$ cat config.mk
export PLATFORM = sky130hd
export DESIGN_NAME = pipeline_hazard_ctrl
export DESIGN_NICKNAME = d
export VERILOG_FILES = /design/src/rtl/cpu_pkg.sv /design/src/rtl/sat_counter.sv /design/src/rtl/pipeline_hazard_ctrl.sv
export SDC_FILE = /design/constraint.sdc
export NUM_CORES = 1
export LEC_CHECK = 0
export ABC_AREA = 1
export ABC_CLOCK_PERIOD_IN_PS = 1800
export CORE_MARGIN = 2
export CORE_UTILIZATION = 25
export DETAILED_ROUTE_END_ITERATION = 8
export GPL_ROUTABILITY_DRIVEN = 0
export SYNTH_ARGS = -nofsm -noshare
export SYNTH_HDL_FRONTEND = slang
export SYNTH_SLANG_ARGS = --single-unit
$ cat constraint.sdc
create_clock -name clk_i -period 1.8 [get_ports clk_i]
set_input_delay 0.36 -clock clk_i [delete_from_list [all_inputs] [get_ports clk_i]]
set_output_delay 0.36 -clock clk_i [all_outputs]
set_load 0.01 [all_outputs]
$ cat src/rtl/cpu_pkg.sv
`default_nettype none
// ============================================================================
//  Module   : cpu_pkg
//  Brief    : Shared encodings for the 5-stage pipeline stall/flush scheduler:
//             FSM state codes, default register-address width, NOP word.
//  Revision : 1.0 - initial release
// ============================================================================
package cpu_pkg;

    // Scheduler FSM states; encodings are visible on state_o
    typedef enum logic [2:0] {
        ST_IDLE     = 3'd0,
        ST_RUN      = 3'd1,
        ST_MEM_WAIT = 3'd2,
        ST_DRAIN    = 3'd3,
        ST_HALT     = 3'd4
    } state_t;

    localparam int          REG_AW_DEF = 5;

    // addi x0,x0,0 - what IF_ID is cleared to on a flush
    localparam logic [31:0] NOP_INSTR  = 32'h0000_0013;

endpackage
`default_nettype wire

$ cat src/rtl/sat_counter.sv
`default_nettype none
// ============================================================================
//  Module   : sat_counter
//  Brief    : Saturating up-counter used for pipeline performance statistics.
//  Revision : 1.0 - initial release
// ============================================================================
module sat_counter #(
    parameter int CNT_W = 32
) (
    input  logic             clk_i,
    input  logic             rst_n_i,
    input  logic             inc_i,
    output logic [CNT_W-1:0] cnt_o
);

    // Count qualifying cycles, holding at all-ones instead of wrapping
    always_ff @(posedge clk_i or negedge rst_n_i) begin
        if (!rst_n_i) begin
            cnt_o <= '0;
        end else if (inc_i && (cnt_o != {CNT_W{1'b1}})) begin
            cnt_o <= cnt_o + 1'b1;
        end
    end

endmodule
`default_nettype wire

$ cat src/rtl/pipeline_hazard_ctrl.sv
`default_nettype none
// ============================================================================
//  Module   : pipeline_hazard_ctrl
//  Brief    : Central stall/flush scheduler for the 5-stage CPU. Gates start-up,
//             load-use bubbles, taken-branch flushes, data-memory wait freezes
//             and end-of-program drain.
//  Config   : PIPE_PERF_CNT_EN - when defined, stall/flush/memwait saturating
//             counters are built; otherwise the *_cnt_o outputs are tied to 0.
//  Revision : 1.0 - initial release
// ============================================================================
module pipeline_hazard_ctrl
    import cpu_pkg::*;
#(
    parameter int REG_AW       = REG_AW_DEF,
    parameter int CNT_W        = 32,
    parameter int MEM_TIMEOUT  = 255,
    parameter int DRAIN_CYCLES = 4
) (
    input  logic              clk_i,
    input  logic              rst_n_i,
    input  logic              start_i,
    input  logic              idex_memread_i,
    input  logic [REG_AW-1:0] idex_rd_addr_i,
    input  logic [REG_AW-1:0] ifid_rs1_addr_i,
    input  logic [REG_AW-1:0] ifid_rs2_addr_i,
    input  logic              ifid_uses_rs2_i,
    input  logic              branch_taken_i,
    input  logic              halt_i,
    input  logic              dmem_req_i,
    input  logic              dmem_ready_i,
    output logic              pc_en_o,
    output logic              ifid_en_o,
    output logic              ifid_flush_o,
    output logic              idex_bubble_o,
    output logic              pipe_en_o,
    output logic [2:0]        state_o,
    output logic              done_o,
    output logic              err_o,
    output logic [CNT_W-1:0]  stall_cnt_o,
    output logic [CNT_W-1:0]  flush_cnt_o,
    output logic [CNT_W-1:0]  memwait_cnt_o
);

    localparam int DW = $clog2(DRAIN_CYCLES + 1);

    state_t         state, state_nxt;
    logic [7:0]     wait_cnt, wait_nxt;
    logic [DW-1:0]  drain_cnt, drain_nxt;
    logic           err_set;
    logic           stall_inc, flush_inc, memwait_inc;
    logic           load_use, mem_stall;

    // Hazard detection on the raw stage contents
    always_comb begin
        load_use  = idex_memread_i && (idex_rd_addr_i != '0) &&
                    ((idex_rd_addr_i == ifid_rs1_addr_i) ||
                     (ifid_uses_rs2_i && (idex_rd_addr_i == ifid_rs2_addr_i)));
        mem_stall = dmem_req_i && !dmem_ready_i;
    end

    // Next-state and enable decode; memory stall outranks everything in RUN
    always_comb begin
        pc_en_o       = 1'b0;
        ifid_en_o     = 1'b0;
        ifid_flush_o  = 1'b0;
        idex_bubble_o = 1'b0;
        pipe_en_o     = 1'b0;
        state_nxt     = state;
        wait_nxt      = wait_cnt;
        drain_nxt     = drain_cnt;
        err_set       = 1'b0;
        stall_inc     = 1'b0;
        flush_inc     = 1'b0;
        memwait_inc   = 1'b0;
        case (state)
            ST_IDLE: begin
                if (start_i) state_nxt = ST_RUN;
            end
            ST_RUN: begin
                if (mem_stall) begin
                    // This cycle is the first not-ready cycle of the access
                    state_nxt = ST_MEM_WAIT;
                    wait_nxt  = 8'd1;
                end else if (!start_i) begin
                    state_nxt = ST_IDLE;
                end else if (load_use) begin
                    // Branch operands are stale here; branch retried next cycle
                    idex_bubble_o = 1'b1;
                    pipe_en_o     = 1'b1;
                    stall_inc     = 1'b1;
                end else if (halt_i) begin
                    ifid_en_o    = 1'b1;
                    ifid_flush_o = 1'b1;
                    pipe_en_o    = 1'b1;
                    state_nxt    = ST_DRAIN;
                    drain_nxt    = '0;
                end else begin
                    pc_en_o      = 1'b1;
                    ifid_en_o    = 1'b1;
                    pipe_en_o    = 1'b1;
                    ifid_flush_o = branch_taken_i;
                    flush_inc    = branch_taken_i;
                end
            end
            ST_MEM_WAIT: begin
                memwait_inc = 1'b1;
                if (dmem_ready_i) begin
                    pipe_en_o = 1'b1;
                    state_nxt = start_i ? ST_RUN : ST_IDLE;
                end else if ((int'(wait_cnt) + 1) >= MEM_TIMEOUT) begin
                    err_set   = 1'b1;
                    state_nxt = ST_HALT;
                end else begin
                    wait_nxt = wait_cnt + 8'd1;
                end
            end
            ST_DRAIN: begin
                if (!start_i) begin
                    state_nxt = ST_IDLE;
                end else begin
                    idex_bubble_o = 1'b1;
                    if (!mem_stall) begin
                        pipe_en_o = 1'b1;
                        if (drain_cnt == DW'(DRAIN_CYCLES - 1)) state_nxt = ST_HALT;
                        else                                    drain_nxt = drain_cnt + 1'b1;
                    end
                end
            end
            ST_HALT: begin
                if (!start_i) state_nxt = ST_IDLE;
            end
            default: state_nxt = ST_IDLE;
        endcase
        state_o = state;
        done_o  = (state == ST_HALT);
    end

    // State, wait/drain counters and sticky error
    always_ff @(posedge clk_i or negedge rst_n_i) begin
        if (!rst_n_i) begin
            state     <= ST_IDLE;
            wait_cnt  <= '0;
            drain_cnt <= '0;
            err_o     <= 1'b0;
        end else begin
            state     <= state_nxt;
            wait_cnt  <= wait_nxt;
            drain_cnt <= drain_nxt;
            err_o     <= err_o | err_set;
        end
    end

`ifdef PIPE_PERF_CNT_EN
    sat_counter #(.CNT_W(CNT_W)) u_stall_cnt (
        .clk_i   (clk_i),
        .rst_n_i (rst_n_i),
        .inc_i   (stall_inc),
        .cnt_o   (stall_cnt_o)
    );
    sat_counter #(.CNT_W(CNT_W)) u_flush_cnt (
        .clk_i   (clk_i),
        .rst_n_i (rst_n_i),
        .inc_i   (flush_inc),
        .cnt_o   (flush_cnt_o)
    );
    sat_counter #(.CNT_W(CNT_W)) u_memwait_cnt (
        .clk_i   (clk_i),
        .rst_n_i (rst_n_i),
        .inc_i   (memwait_inc),
        .cnt_o   (memwait_cnt_o)
    );
`else
    logic unused_inc;
    assign unused_inc    = ^{stall_inc, flush_inc, memwait_inc};
    assign stall_cnt_o   = '0;
    assign flush_cnt_o   = '0;
    assign memwait_cnt_o = '0;
`endif

endmodule
`default_nettype wire
==> metrics.txt <==
area of the multi-input gates=1270 um^2; final hold violation count=0; Tmin final=1.77 ns; Final ANT Viol Nets=0; PortBufs=33; most frequent cells in the layout=conb_1, nand2_1, buf_4; setup slack after layout=0.0288 ns; Synth top area share=36.2%; Post-Route WL=4.03 mm; DR vias/cell=3.61; CP startpoint kind=flop; CTS tree=built; wire per inst=8.54 um; Reg2Reg Depth=12; Tightest Hold Check Type=in2async; Fill cells=832; post-DP HPWL=3.14 mm; crit path buf inv count=1; max-cap violation count=0; async set or reset register ratio after synthesis=100%; syn avg cell area=6.58 um^2; number of synthesized flops with an enable pin=0; global route total overflow=0; CP top delay family=simple AND/OR/NAND/NOR gates; ys flop type=dfrtp_1; Cell Rows=32; Layout Nets=roughly 400; CTS H-Tree Depth=1; final number of setup-violating endpoints=0; DRT iter0 DRCs=89; Reg2Reg Setup Slack=roughly 0.040 ns; largest net degree at the start of global routing=16; library cells used by synthesis=23; post-layout util=31.9%; fmax=565 MHz; worst reg2reg path endpoint=wait_cnt[6]$_DFFE_PN0P_; synth-to-layout area growth=24.2%; FF/Latch Area=377 um^2; ranking of synthesized cells by area=buf_4, dfrtp_1, nand2_1; Clock Pin Slew Worst Setup and Hold Paths=0.07 ns; die area=8680 um^2; wire length of the first global-routing pass=5.68 mm; CP max stage delay=0.42 ns; worst clock skew=0.00743 ns; setup TNS=0 ns; Num CTS Buffers=3; pre-CTS setup slack=-0.661 ns; status=finished clean; clock sink total=15; Crit path arrival time=1.41 ns; Yosys warnings=0; Diodes inserted=0; CP dominant cell by count=nand2_2; Post-Syn Area=1990 um^2; Static Leak=1.43 nW; Total GRT Usage=7.99%; top cell type by total area after synthesis=buf_4; CP endpoint kind=output port; clock latency on the worst-skew pair=0.26 ns; reg-to-reg startpoint=wait_cnt[1]$_DFFE_PN0P_; critical-path cell list=nor3_4 > nand2_2 > nor2_4 > nand2_2 > nor2_1 > buf_2; Max FO, Critical Path=3; Seq/Total Area, Yosys=roughly a fifth; CP max stage cell=dfrtp_1; 1st-pass router iterations=4; # IOs=130; core area=7730 um^2; type of the worst setup path=reg2out; CP required=1.44 ns; Max clock buf depth=2; die width=93.2 um; pwr dens=about 900 nW/um^2; initial antenna violation count=0; Slew Limit Fails=0; Starting Density=roughly 26%; most common cell after layout, fill and taps aside=conb_1; Peak VDD IR=0.313 mV; Via Count=roughly 1700; Critical Path Start=state_o[1]$_DFFE_PN0P_; fin crit share=98.4%; root buf cell=clkbuf_8; RSZ-0062 raised after global routing=yes; vias in the first global route=1339; DIE HEIGHT=93.2 um; Residual DRC=0; Synth Instances=approximately 300; total power=2.22 mW; layout cell share with drive strength beyond 1=~22%; Seq cells post-synth=15; CTS Hold Buffers Added=0
-- power breakdown --
part           leakage [nW]  internal [mW]  switching (mW)
clock                0.0217          0.156           0.133
combinational          1.21          0.624           0.843
sequential            0.202          0.403          0.0640
-- registers in the layout, indices dropped and copies added (netlist names) --
register	count
wait_cnt	8
state_o	3
drain_cnt	3
err_o	1
-- cell usage after synthesis, types with 2 or more instances --
library cell  count
dfrtp_1          15
nor3_2            3
buf_4            96
nor2_2            2
inv_2             3
nand3_2           3
ha_1              4
a21oi_1           4
nor3_1            2
inv_1            27
nand2_4           2
o21ai_0           7
nand3_1          17
nor2_1           24
nand2_1          79
nand4_1           5
o21bai_1          2
xor2_1            2
-- how the worst max path moves through the flow --
| stage | to | slack (ns) | depth (start not counted) |
|---|---|---|---|
| final | ifid_flush_o | 0.03 | 6 |
| after detailed placement | idex_bubble_o | -0.66 | 10 |
| after CTS | pipe_en_o | -0.003 | 5 |
| after global placement | idex_bubble_o | -0.67 | 10 |
| after global routing | wait_cnt[6]$_DFFE_PN0P_ | -0.07 | 11 |
| after floorplan | state_o[0]$_DFFE_PN0P_ | 0.19 | 10 |
-- metal layers --
| metal | part of all wire (%) | global-route usage [%] | vias to the layer above |
|---|---|---|---|
| met5 | 0 | 0 | - |
| met4 | 2.6 | 3.68 | 0 |
| met3 | 5.5 | 0.967 | 12 |
| met2 | 50 | 13.7 | 70 |
| met1 | 42 | 9.98 | 745 |
| li1 | - | - | 878 |
-- metrics by stage --
| stage | std cells | hold slack, ns | cell area [um^2] |
|---|---|---|---|
| global route | 472 | 0.442 | 2470 |
| global placement | 454 | 0.446 | 2220 |
| finish | 472 | 0.413 | 2470 |
| floorplan | 397 | 0.0644 | 2340 |
| detailed placement | 454 | 0.452 | 2220 |
| CTS | 462 | 0.428 | 2290 |
-- worst register-to-register path, stage by stage, from the launching register on --
cell	delay (ns)
dfrtp_2	0.44
ha_2	0.20
nand2_2	0.10
inv_2	0.06
nor2_1	0.08
nand3_1	0.10
nor2_2	0.12
nand3_2	0.14
nand3_4	0.14
nand2_8	0.09
nand2_8	0.12
nand2_1	0.06
nand2_1	0.05
-- cell families after synthesis --
family          Yosys count  synth area share, %
flops                    15                 18.9
xor+xnor                  3                 1.32
fa+ha+maj                 4                 2.52
compound gates           14                 3.90
simple gates            139                 31.3
other cells               1                0.189
buf+inv                 126                 41.9
-- timing repair --
action / 4_1_cts / 5_1_grt
cloned: 0 / 1
pin swaps: 13 / 25
resized for setup: 47 / 41
buffers inserted: 4 / 9
endpoints found under the setup margin: 6 / 17
-- area by class of cell --
cell class              instances  area share, %
flip-flops and latches         15           15.3
multi-input cells             257           51.5
clock buffers                   3           1.67
inverters                      30           4.56
clock inverters                 1          0.304
well taps                     102           5.17
repair buffers                 64           21.5
(Power assumes the default switching activity.)
